==> config.mk <==
export PLATFORM = sky130hd
export DESIGN_NAME = processor_status_register_flat
export DESIGN_NICKNAME = d
export VERILOG_FILES = /design/src/rtl/processor_status_register_if.sv /design/src/rtl/processor_status_register.sv /design/src/flat_wrapper.sv
export SDC_FILE = /design/constraint.sdc
export NUM_CORES = 1
export LEC_CHECK = 0
export CORE_UTILIZATION = 43
export DETAILED_ROUTE_END_ITERATION = 12
export HOLD_SLACK_MARGIN = 0.15
export PLACE_DENSITY_LB_ADDON = 0.12
export SYNTH_ARGS = -nofsm -noshare
export SYNTH_HDL_FRONTEND = slang
export SYNTH_SLANG_ARGS = --single-unit
==> constraint.sdc <==
create_clock -name clk -period 2.44 [get_ports clk]
set_clock_uncertainty 0.2 [all_clocks]
set_input_delay 0.488 -clock clk [delete_from_list [all_inputs] [get_ports clk]]
set_output_delay 0.488 -clock clk [all_outputs]
set_load 0.01 [all_outputs]
==> src/rtl/processor_status_register_if.sv <==
// Bus between the CPU datapath/control and the 6502 status register P.
// The master drives ALU results and flag controls; the slave returns P and the flags.
interface processor_status_register_if;
  logic [7:0] alu_result;
  logic       alu_acr;
  logic       alu_avr;
  logic       alu_latch;
  logic       ld_nvzc;
  logic       ld_nzc;
  logic       ld_nz;
  logic       ld_bit;
  logic [7:0] db_in;
  logic       ld_p_db;
  logic       set_c;
  logic       clr_c;
  logic       set_d;
  logic       clr_d;
  logic       set_i;
  logic       clr_i;
  logic       clr_v;
  logic       brk_push;
  logic [7:0] p_out;
  logic       flag_n;
  logic       flag_v;
  logic       flag_d;
  logic       flag_i;
  logic       flag_z;
  logic       flag_c;
  logic       pend_valid;

  modport master (
    output alu_result, alu_acr, alu_avr, alu_latch,
    output ld_nvzc, ld_nzc, ld_nz, ld_bit, db_in, ld_p_db,
    output set_c, clr_c, set_d, clr_d, set_i, clr_i, clr_v, brk_push,
    input  p_out, flag_n, flag_v, flag_d, flag_i, flag_z, flag_c, pend_valid
  );

  modport slave (
    input  alu_result, alu_acr, alu_avr, alu_latch,
    input  ld_nvzc, ld_nzc, ld_nz, ld_bit, db_in, ld_p_db,
    input  set_c, clr_c, set_d, clr_d, set_i, clr_i, clr_v, brk_push,
    output p_out, flag_n, flag_v, flag_d, flag_i, flag_z, flag_c, pend_valid
  );
endinterface

==> src/rtl/processor_status_register.sv <==
// 6502 status register P with a one-stage hold pipeline mirroring the ALU output latch.
// Flag updates captured with alu_latch are applied on the following edge.
module processor_status_register #(
  parameter logic [7:0] RESET_P = 8'h04
) (
  input logic                          clk,
  input logic                          rst,
  processor_status_register_if.slave   psr_if
);

  typedef enum logic [1:0] {
    UPD_NVZC = 2'd0,
    UPD_NZC  = 2'd1,
    UPD_BIT  = 2'd2,
    UPD_NZ   = 2'd3
  } upd_e;

  logic [7:0] res_q, res_d;
  logic       acr_q, acr_d;
  logic       avr_q, avr_d;
  logic [1:0] db_q, db_d;
  upd_e       typ_q, typ_d;
  logic       pend_q, pend_d;

  logic n_q, n_d, v_q, v_d, d_q, d_d, i_q, i_d, z_q, z_d, c_q, c_d;

  // Hold stage capture and priority encoding of the update type.
  always_comb begin
    res_d  = res_q;
    acr_d  = acr_q;
    avr_d  = avr_q;
    db_d   = db_q;
    typ_d  = typ_q;
    pend_d = 1'b0;
    if (psr_if.alu_latch) begin
      res_d  = psr_if.alu_result;
      acr_d  = psr_if.alu_acr;
      avr_d  = psr_if.alu_avr;
      db_d   = psr_if.db_in[7:6];
      pend_d = psr_if.ld_nvzc | psr_if.ld_nzc | psr_if.ld_bit | psr_if.ld_nz;
      if (psr_if.ld_nvzc) begin
        typ_d = UPD_NVZC;
      end else if (psr_if.ld_nzc) begin
        typ_d = UPD_NZC;
      end else if (psr_if.ld_bit) begin
        typ_d = UPD_BIT;
      end else begin
        typ_d = UPD_NZ;
      end
    end else begin
      pend_d = 1'b0;
    end
  end

  // Flag next state: pending apply, then per-bit direct controls, then PLP/RTI load.
  always_comb begin
    n_d = n_q;
    v_d = v_q;
    d_d = d_q;
    i_d = i_q;
    z_d = z_q;
    c_d = c_q;
    if (pend_q) begin
      z_d = (res_q == 8'h00);
      case (typ_q)
        UPD_NVZC: begin
          n_d = res_q[7];
          v_d = avr_q;
          c_d = acr_q;
        end
        UPD_NZC: begin
          n_d = res_q[7];
          c_d = acr_q;
        end
        UPD_BIT: begin
          n_d = db_q[1];
          v_d = db_q[0];
        end
        UPD_NZ: begin
          n_d = res_q[7];
        end
        default: begin
          n_d = n_q;
        end
      endcase
    end else begin
      z_d = z_q;
    end

    // clr wins over set when both are asserted
    if (psr_if.clr_c) begin
      c_d = 1'b0;
    end else if (psr_if.set_c) begin
      c_d = 1'b1;
    end else begin
      c_d = c_d;
    end
    if (psr_if.clr_d) begin
      d_d = 1'b0;
    end else if (psr_if.set_d) begin
      d_d = 1'b1;
    end else begin
      d_d = d_d;
    end
    if (psr_if.clr_i) begin
      i_d = 1'b0;
    end else if (psr_if.set_i) begin
      i_d = 1'b1;
    end else begin
      i_d = i_d;
    end
    if (psr_if.clr_v) begin
      v_d = 1'b0;
    end else begin
      v_d = v_d;
    end

    if (psr_if.ld_p_db) begin
      n_d = psr_if.db_in[7];
      v_d = psr_if.db_in[6];
      d_d = psr_if.db_in[3];
      i_d = psr_if.db_in[2];
      z_d = psr_if.db_in[1];
      c_d = psr_if.db_in[0];
    end else begin
      n_d = n_d;
    end
  end

  // State registers; reset drops any pending update.
  always_ff @(posedge clk or posedge rst) begin
    if (rst) begin
      res_q  <= 8'h00;
      acr_q  <= 1'b0;
      avr_q  <= 1'b0;
      db_q   <= 2'b00;
      typ_q  <= UPD_NVZC;
      pend_q <= 1'b0;
      n_q    <= RESET_P[7];
      v_q    <= RESET_P[6];
      d_q    <= RESET_P[3];
      i_q    <= RESET_P[2];
      z_q    <= RESET_P[1];
      c_q    <= RESET_P[0];
    end else begin
      res_q  <= res_d;
      acr_q  <= acr_d;
      avr_q  <= avr_d;
      db_q   <= db_d;
      typ_q  <= typ_d;
      pend_q <= pend_d;
      n_q    <= n_d;
      v_q    <= v_d;
      d_q    <= d_d;
      i_q    <= i_d;
      z_q    <= z_d;
      c_q    <= c_d;
    end
  end

  assign psr_if.p_out      = {n_q, v_q, 1'b1, psr_if.brk_push, d_q, i_q, z_q, c_q};
  assign psr_if.flag_n     = n_q;
  assign psr_if.flag_v     = v_q;
  assign psr_if.flag_d     = d_q;
  assign psr_if.flag_i     = i_q;
  assign psr_if.flag_z     = z_q;
  assign psr_if.flag_c     = c_q;
  assign psr_if.pend_valid = pend_q;

endmodule

==> src/flat_wrapper.sv <==
// flat-port wrapper written by rule: the top's interface ports become plain ports
module processor_status_register_flat 
#(
  parameter logic [7:0] RESET_P = 8'h04
)
  (clk, rst, psr_if_alu_result, psr_if_alu_acr, psr_if_alu_avr, psr_if_alu_latch, psr_if_ld_nvzc, psr_if_ld_nzc, psr_if_ld_nz, psr_if_ld_bit, psr_if_db_in, psr_if_ld_p_db, psr_if_set_c, psr_if_clr_c, psr_if_set_d, psr_if_clr_d, psr_if_set_i, psr_if_clr_i, psr_if_clr_v, psr_if_brk_push, psr_if_p_out, psr_if_flag_n, psr_if_flag_v, psr_if_flag_d, psr_if_flag_i, psr_if_flag_z, psr_if_flag_c, psr_if_pend_valid);
  processor_status_register_if psr_if_i ();
  input logic clk;
  input logic rst;
  input wire logic [$bits(psr_if_i.alu_result)-1:0] psr_if_alu_result;
  input wire logic [$bits(psr_if_i.alu_acr)-1:0] psr_if_alu_acr;
  input wire logic [$bits(psr_if_i.alu_avr)-1:0] psr_if_alu_avr;
  input wire logic [$bits(psr_if_i.alu_latch)-1:0] psr_if_alu_latch;
  input wire logic [$bits(psr_if_i.ld_nvzc)-1:0] psr_if_ld_nvzc;
  input wire logic [$bits(psr_if_i.ld_nzc)-1:0] psr_if_ld_nzc;
  input wire logic [$bits(psr_if_i.ld_nz)-1:0] psr_if_ld_nz;
  input wire logic [$bits(psr_if_i.ld_bit)-1:0] psr_if_ld_bit;
  input wire logic [$bits(psr_if_i.db_in)-1:0] psr_if_db_in;
  input wire logic [$bits(psr_if_i.ld_p_db)-1:0] psr_if_ld_p_db;
  input wire logic [$bits(psr_if_i.set_c)-1:0] psr_if_set_c;
  input wire logic [$bits(psr_if_i.clr_c)-1:0] psr_if_clr_c;
  input wire logic [$bits(psr_if_i.set_d)-1:0] psr_if_set_d;
  input wire logic [$bits(psr_if_i.clr_d)-1:0] psr_if_clr_d;
  input wire logic [$bits(psr_if_i.set_i)-1:0] psr_if_set_i;
  input wire logic [$bits(psr_if_i.clr_i)-1:0] psr_if_clr_i;
  input wire logic [$bits(psr_if_i.clr_v)-1:0] psr_if_clr_v;
  input wire logic [$bits(psr_if_i.brk_push)-1:0] psr_if_brk_push;
  output wire logic [$bits(psr_if_i.p_out)-1:0] psr_if_p_out;
  output wire logic [$bits(psr_if_i.flag_n)-1:0] psr_if_flag_n;
  output wire logic [$bits(psr_if_i.flag_v)-1:0] psr_if_flag_v;
  output wire logic [$bits(psr_if_i.flag_d)-1:0] psr_if_flag_d;
  output wire logic [$bits(psr_if_i.flag_i)-1:0] psr_if_flag_i;
  output wire logic [$bits(psr_if_i.flag_z)-1:0] psr_if_flag_z;
  output wire logic [$bits(psr_if_i.flag_c)-1:0] psr_if_flag_c;
  output wire logic [$bits(psr_if_i.pend_valid)-1:0] psr_if_pend_valid;
  assign psr_if_i.alu_result = psr_if_alu_result;
  assign psr_if_i.alu_acr = psr_if_alu_acr;
  assign psr_if_i.alu_avr = psr_if_alu_avr;
  assign psr_if_i.alu_latch = psr_if_alu_latch;
  assign psr_if_i.ld_nvzc = psr_if_ld_nvzc;
  assign psr_if_i.ld_nzc = psr_if_ld_nzc;
  assign psr_if_i.ld_nz = psr_if_ld_nz;
  assign psr_if_i.ld_bit = psr_if_ld_bit;
  assign psr_if_i.db_in = psr_if_db_in;
  assign psr_if_i.ld_p_db = psr_if_ld_p_db;
  assign psr_if_i.set_c = psr_if_set_c;
  assign psr_if_i.clr_c = psr_if_clr_c;
  assign psr_if_i.set_d = psr_if_set_d;
  assign psr_if_i.clr_d = psr_if_clr_d;
  assign psr_if_i.set_i = psr_if_set_i;
  assign psr_if_i.clr_i = psr_if_clr_i;
  assign psr_if_i.clr_v = psr_if_clr_v;
  assign psr_if_i.brk_push = psr_if_brk_push;
  assign psr_if_p_out = psr_if_i.p_out;
  assign psr_if_flag_n = psr_if_i.flag_n;
  assign psr_if_flag_v = psr_if_i.flag_v;
  assign psr_if_flag_d = psr_if_i.flag_d;
  assign psr_if_flag_i = psr_if_i.flag_i;
  assign psr_if_flag_z = psr_if_i.flag_z;
  assign psr_if_flag_c = psr_if_i.flag_c;
  assign psr_if_pend_valid = psr_if_i.pend_valid;
  processor_status_register #(.RESET_P(RESET_P)) u_core (.clk(clk), .rst(rst), .psr_if(psr_if_i));
endmodule
After elaboration in Yosys (flattened, before gate mapping)
Index checks and enable logic that the tools add are counted.
- register bits: 21
- latch bits: 0
- memory bits (writable): 0
- memory bits (read-only): 0
- input port bits: 34
- output and inout bits: 15
- word-level logic and storage cells: 55
- memories: 0
- add/subtract/negate cells: 0
- multiply operators: 0
- div/mod/pow operators: 0
- order comparisons: 0
- eq/ne operators: 3
- shift-type cells: 0
- mux-type cells: 24
- bitwise logic cells: 3
- reduce and logical (&&, ||, !) cells: 13
- operators with widths (cell ; count):
    2-to-1 mux 1 bit ; 20
    nonzero test 4 bit ; 3
    nonzero test 3 bit ; 3
    logical NOT 8 bit ; 1
    equality test 2 bit (second input constant) ; 2
    2-to-1 mux 2 bit ; 2
    one-hot mux 1 bit (2 select lines) ; 2
    AND reduction 2 bit ; 2
    bitwise OR 1 bit ; 3
    OR reduction 3 bit ; 1
    equality test 2 x 1 -> 1 bit (second input constant) ; 1
    logical NOT 2 bit ; 1
    nonzero test 2 bit ; 1
    OR reduction 2 bit ; 1

Depth between registers and ports, before layout
- word-level depth: 7
- gate-level depth with buffers: 3
- depth with buffers taken out: 3

Worst setup path before layout
No wires, ideal clock.
- path type: in2reg
- start point: input psr_if_alu_latch
- end point: register u_core.acr_q
- library setup time: 125 ps
- data arrival time: 1033 ps
- required time: 2115 ps
- path slack: 1082 ps
- stages on the path: 3
- path buffers: 2
- cells stage by stage: buf_6 buf_6 mux2_4
- RTL lines (what ; RTL line ; source):
    from (decl) ; flat_wrapper.sv:13 ; input wire logic [$bits(psr_if_i.alu_latch)-1:0] psr_if_alu_latch;
    to (signal assigned) ; processor_status_register.sv:147 ; acr_q <= acr_d;
    to (decl) ; processor_status_register.sv:19 ; logic acr_q, acr_d;
No word-level cell between the ends.

Final worst setup path
- start point: register u_core.i_q, in the netlist u_core.psr_if.flag_i
- end point: output psr_if_flag_i
- RTL lines (what ; RTL line ; source):
    from (decl) ; processor_status_register.sv:25 ; logic n_q, n_d, v_q, v_d, d_q, d_d, i_q, i_d, z_q, z_d, c_q, c_d;
    from (signal assigned) ; processor_status_register.sv:142 ; i_q <= RESET_P[2];
    from (signal assigned) ; processor_status_register.sv:155 ; i_q <= i_d;
    to (decl) ; flat_wrapper.sv:32 ; output wire logic [$bits(psr_if_i.flag_i)-1:0] psr_if_flag_i;
No word-level cell between the ends.

==> metrics.md <==
| Metric | Value |
|---|---|
| Io pins | 49 |
| Worst r2r dst | u_core.psr_if.flag_v |
| Worst hold path type | in2async |
| Via count | ~700 |
| Die Y | slightly above 50 microns |
| Syn Area/Cell | between 10 and 15 sq um |
| RR Startpoint | u_core.typ_q[1] |
| Crit. End Element | output pin |
| Mapped Area | between 1000 and 1500 sq um |
| Clk root buf | clkbuf_4 |
| Resized Gates After CTS | 0 |
| CP delay by family, top | flip-flops |
| ANT cells | 0 |
| Yosys Warn Count | 0 |
| Hold_buf cts | 0 |
| CTS sink count | 21 |
| Largest net degree at the start of global routing | 16 |
| Vias in the first global route | 731 |
| Layout Nets | ~150 |
| Synth top area share | 0.484 |
| Setup crit start kind | flip-flop |
| Maximum vdd drop | about 0.43 mV |
| Final Cycle Share | 0.845 |
| Reg-to-reg slack, setup | 1100 ps |
| Clk buf depth | 2 |
| Worst r2r path cells | 3 |
| Area contributors post-synth | dfrtp_1, mux2_4, mux2_1, buf_4, dfstp_2 |
| Post-route ant nets | 0 |
| WL/cell | 13.1 microns |
| # rows | 17 |
| Most common cell after layout, fill and taps aside | clkdlybuf4s50_1 |
| Setup repair bufs after CTS | 0 |
| CTS tree | yes |
| Initial DRC Count | 3 |
| Placer congestion estimate | 0.639 |
| Crit path buf inv count | 1 |
| Starting density of the core | 0.463 |
| Syn nets | 114 |
| Sequential-to-total area share from yosys stat | 0.509 |
| Dpl hpwl | about 1500 microns |
| Cells after synthesis | 80 |
| Run status | complete, no violations |
| Share of cells above drive strength 1 | 0.153 |
| Fmax | about 480 MHz |
| Core Footprint | 2230 sq um |
| Setup TNS | 0 ps |
| Worst skew pair latency | approximately 290 ps |
| Clock transition at path regs | 110 ps |
| Crit Path Category | reg2out |
| Die X-Extent | 51.1 microns |
| Gr usage total | 0.171 |
| Detailed-route DRC error count | 0 |
| Initial antenna violation count | 0 |
| Critical path arrival | roughly 1400 ps |
| Die area | 2610 sq um |
| Buffers on Ports | between 40 and 50 |
| Global-route wire length before repair | about 3200 microns |
| Hold_ws | roughly 270 ps |
| CP max FO | 3 |
| Area Overhead vs Synth | 40.5% |
| Most frequent cells in the layout | clkdlybuf4s50_1, dfrtp_1, mux2_4, mux2_1, nand2_1 |
| Fin. max-slew vios | 0 |
| Number of synthesized register bits | 21 |
| Peak per-stage delay on the critical path | roughly 560 ps |
| Setup violation total in the final timing report | 0 |
| Congestion Overflow GR | 0 |
| # fillers | between 150 and 200 |
| Yosys top cell by area | dfrtp_1 |
| Detailed-route vias per instance | approximately 4.8 |
| RSZ-0062 raised after global routing | false |
| Max cap viols | 0 |
| Leakage power | ~0.63 nW |
| Pwr Density | 515 nW/um^2 |
| Final hold viol count | 0 |
| CTS Buf Count | 3 |
| CTS H-Tree Depth | 1 |
| WL final | between 1500 and 2000 microns |
| Min cycle time layout | around 2100 ps |
| Slowest CP cell | dfstp_2 |
| Critical Path, Cell by Cell | clkdlybuf4s50_1 |
| Critical Path RT | 1750 ps |
| DRT Pass-1 Iters | 3 |
| Synth cell types | 26 |
[where the power goes]
part / switching, mW / internal, mW / total (mW)
clock: 0.0985 / 0.0636 / 0.162
combinational: 0.0591 / 0.122 / 0.181
sequential: 0.0233 / 0.382 / 0.405
[through the flow]
step	setup WS [ps]	utilization	instance area [sq um]	cells	total power [mW]
finish	377	0.651	1450	146	0.748
global route	301	0.651	1450	146	0.793
CTS	364	0.651	1450	146	0.759
detailed placement	510	0.639	1430	142	0.595
global placement	530	0.639	1430	142	0.590
floorplan	1080	-	1030	80	0.508
[logic make-up after synthesis]
group	share of synthesized area
AOI/OAI and AO/OA	0.0895
buffers and inverters	0.0955
DFF	0.509
muxes	0.215
other	0.00362
and+or+nand+nor	0.0871
[worst max path at each step]
stage	start	end	slack (ps)	cells past startpoint
floorplan	psr_if_alu_latch	u_core.acr_q	1080	3
global placement	psr_if_ld_p_db	u_core.psr_if.flag_n	530	4
detailed placement	psr_if_ld_p_db	u_core.psr_if.flag_n	510	4
CTS	u_core.psr_if.flag_i	psr_if_flag_i	360	1
global route	u_core.psr_if.pend_valid	psr_if_pend_valid	300	1
finish	u_core.psr_if.flag_i	psr_if_flag_i	380	1
[layout make-up]
type,count,area (sq um),area share
repair buffers,45,445,0.306
inverters,3,11.3,0.00775
flip-flops and latches,21,527,0.362
clock buffers,4,26.3,0.0181
multi-input cells,45,409,0.281
well taps,28,35.0,0.0241
[worst reg2reg max path, delay by kind of cell, from the launching register on]
kind | cells | cell delay (ps)
multiplexers | 2 | 520
flip-flops | 1 | 430
AO/OA/AOI/OAI | 1 | 70
[cells in the mapped netlist]
cell	count
a211oi_2	1
a21oi_1	3
a311oi_1	1
and2b_1	2
and3b_1	1
buf_2	1
buf_4	8
buf_6	2
conb_1	1
dfrtp_1	20
dfstp_2	1
inv_1	3
mux2_1	6
mux2_4	9
mux2i_1	2
nand2_1	4
nand2b_1	1
nor2_1	3
nor2b_1	1
nor3b_1	1
nor4_1	2
o21ai_1	1
o31ai_1	2
o31ai_2	2
o41a_1	1
or2b_1	1
[flip-flops by register name, indices dropped and copies added (netlist names)]
register / cells
u_core.res_q: 8
u_core.acr_q: 1
u_core.psr_if.flag_c: 1
u_core.psr_if.flag_n: 1
u_core.psr_if.flag_i: 1
u_core.typ_q: 2
u_core.db_q: 2
u_core.psr_if.flag_d: 1
u_core.psr_if.flag_v: 1
u_core.psr_if.flag_z: 1
u_core.psr_if.pend_valid: 1
u_core.avr_q: 1
[layer usage]
metal,wire length (microns),up-vias,GRT usage
li1,-,345,-
met5,0,-,0
met1,879,330,0.216
met3,110,2,0.0417
met2,908,31,0.272
met4,12,0,0.0833
(Power assumes the default switching activity.)
==> edit: new RTL, same settings <==
`res_q` no longer has a reset.
--- a/src/rtl/processor_status_register.sv
+++ b/src/rtl/processor_status_register.sv
@@ -130,7 +130,6 @@
   // State registers; reset drops any pending update.
   always_ff @(posedge clk or posedge rst) begin
     if (rst) begin
-      res_q  <= 8'h00;
       acr_q  <= 1'b0;
       avr_q  <= 1'b0;
       db_q   <= 2'b00;
@@ -143,7 +142,6 @@
       z_q    <= RESET_P[1];
       c_q    <= RESET_P[0];
     end else begin
-      res_q  <= res_d;
       acr_q  <= acr_d;
       avr_q  <= avr_d;
       db_q   <= db_d;
@@ -158,6 +156,10 @@
     end
   end
 
+  always_ff @(posedge clk) begin
+    res_q <= res_d;
+  end
+
   assign psr_if.p_out      = {n_q, v_q, 1'b1, psr_if.brk_push, d_q, i_q, z_q, c_q};
   assign psr_if.flag_n     = n_q;
   assign psr_if.flag_v     = v_q;
Check against the original RTL: same outputs for any inputs over 10 cycles, from zero or initial values and one cycle with rst high; that may be too few to reach the edited logic, so the function may still have changed.
==> edit against the unedited design <==
Power fell by 3.0%. Cell count fell by 6.2%. Core utilization rose by 3.2 points. Maximum frequency rose by 0.15%. Sequential share of layout area rose by 5.3 points. Sequential cell count did not move. Routed wire length fell by 14%. Final area fell by 6.0%. Synthesized area fell by 9.4%. Clock power fell by 2%. Count of clock-buffer cells in the layout did not move. Setup slack improved by 0.0032 ns. Critical path type unchanged. Critical endpoint unchanged. Largest power group unchanged.
==> edit: results (changes against the unedited design) <==
| Metric | Value |
|---|---|
| Run status | finished, final reports clean (unchanged) |
| CP arrival | 1.37 ns (about the same) |
| Post-cts sizing count | 0 (unchanged) |
| Total routing usage reported by global routing | 15.7% (was 17.1%) |
| Vias | 648 (was 708) |
| Count of synthesis-stage warnings from yosys | 0 (unchanged) |
| Biggest cell delay along the critical path | roughly 0.55 ns |
| Detailed router's first-iteration violation count | 5 (was 3) |
| Sequential element share of the synthesized area | 60.5% (was 50.9%) |
| Top Registers | u_core.res_q (8), u_core.db_q (2), u_core.typ_q (2) (unchanged) |
| GP Congestion | 0.690 (was 0.639) |
| Number of enable flip-flop cells after synthesis | 8 (was 0) |
| Main flop type after synthesis | dfrtp_1 (unchanged) |
| Highest net fanout along the worst path | 3 (unchanged) |
| Total leakage power | 0.546 nW (was 0.629 nW) |
| Clock latency at the later pin of the worst-skew pair | 0.29 ns (about the same) |
| Layout filler cell count | 152 (was 180) |
| Worst Max-Slew Pin Slew | just over 0.5 ns |
| Crit path max-delay family | flip-flops (unchanged) |
| Class of the most critical hold timing path | reg2reg (was in2async) |
| Placed inst area | 1340 um^2 (was 1430 um^2) |
| VDD IR-drop max | 0.433 mV (was 0.428 mV) |
| Async set-reset flop share out of synthesis | 61.9% (was 100%) |
| Pin count of the biggest net entering global routing | 14 (was 16) |
| First-pass DRT Iterations | 2 (was 3) |
| Final layout net count | 145 (was 153) |
| Maximum number of buffers from clock root to sink | 2 (unchanged) |
| Slowest stage cell, crit path | dfstp_2 (unchanged) |
| Total congestion overflow after global routing | 0 (unchanged) |
| Net count of the mapped netlist | 105 (was 114) |
| Final setup TNS | 0 ns (unchanged) |
| Number of buffers inserted to repair setup after CTS | 0 (unchanged) |
| # diodes | 0 (unchanged) |
| Root Buffer | clkbuf_4 (unchanged) |
| H-tree depth reported by CTS | 1 (unchanged) |
| Share of final-layout standard cells stronger than drive strength 1 | 8.18% (was 15.3%) |
| DRT Wirelength | 1640 um (was 1910 um) |
| Global-route wire length before repair | 2800 um (was 3210 um) |
| Leading cell types by count after synthesis | 12 x dfrtp_1, 8 x buf_4, 8 x edfxtp_1 (was 20 x dfrtp_1, 9 x mux2_4, 8 x buf_4) |
| Clock-pin transition on the worst setup and hold timing paths | 0.11 ns (about the same) |
| Most area-consuming cells after synthesis | dfrtp_1 32%, edfxtp_1 26%, mux2_1 8.4% (was dfrtp_1 48%, mux2_4 13%, mux2_1 6.5%) |
| Count of cell types in the netlist | 25 (was 26) |
==> edit: cell count changes after synthesis, sizes merged, moves of 2 or more <==
cell / unedited run / this run
dfrtp: 20 / 12
edfxtp: 0 / 8
mux2: 15 / 7
nand2b: 1 / 3
==> edit: path summary, 6_finish.rpt <==
| path | cells after the start | startpoint | slack [ns] | endpoint |
|---|---|---|---|---|
| min in group asynchronous | 2 | rst | 0.30 | u_core.psr_if.flag_c |
| hold reg to reg | 1 | u_core.acr_q | 0.29 | u_core.acr_q |
| setup reg to reg | 3 | u_core.typ_q[1] | 1.11 | u_core.psr_if.flag_v |
| max in group asynchronous | 2 | rst | 1.39 | u_core.psr_if.flag_i |
| hold / removal | 1 | u_core.acr_q | 0.29 | u_core.acr_q |
| setup / recovery | 1 | u_core.psr_if.flag_i | 0.38 | psr_if_flag_i |
==> edit: cell type report <==
class	count	share of cell area, %
Clock buffer	4	1.92
Multi-Input combinational cell	37	20.7
Sequential cell	21	41.5
Tap cell	27	2.47
Inverter	3	0.824
Timing Repair Buffer	45	32.6
==> edit: logic make-up after synthesis <==
group	count (synthesis)	synth area share (%)
compound gates	11	9.88
buf+inv	13	9.35
flops	21	60.5
mux	9	10.5
other cells	1	0.400
simple gates	16	9.35
==> edit: worst register-to-register path, cell delays in order (launching register included) <==
cell and delay [ns]:
dfrtp_1 0.43, mux2_1 0.34, mux2i_1 0.17, o31ai_2 0.07
==> edit: per-layer routing <==
metal,global-route usage [%],up-vias,wire [um]
met4,9.80,0,29
li1,-,319,-
met5,0,-,0
met1,18.3,300,670
met2,27.1,25,850
met3,2.20,4,84
==> edit: per-stage QoR <==
stage	utilization, %	worst slack, ns	hold slack, ns	std cells	power (W)
6_report	68.3	0.381	0.293	137	0.000726
5_1_grt	68.3	0.298	0.332	137	0.000763
4_1_cts	68.3	0.359	0.300	137	0.000738
3_5_place_dp	66.9	0.412	0.275	133	0.000578
3_3_place_gp	66.9	0.438	0.261	133	0.000573
2_1_floorplan	-	1.09	0.164	71	0.000491
==> edit: where the power goes <==
group / switching, W / leakage (nW) / internal, W
registers: 0.0000181 / 0.234 / 0.000399
logic: 0.0000511 / 0.297 / 0.0000996
clock network: 0.0000942 / 0.0150 / 0.0000635
total: 0.000163 / 0.546 / 0.000562
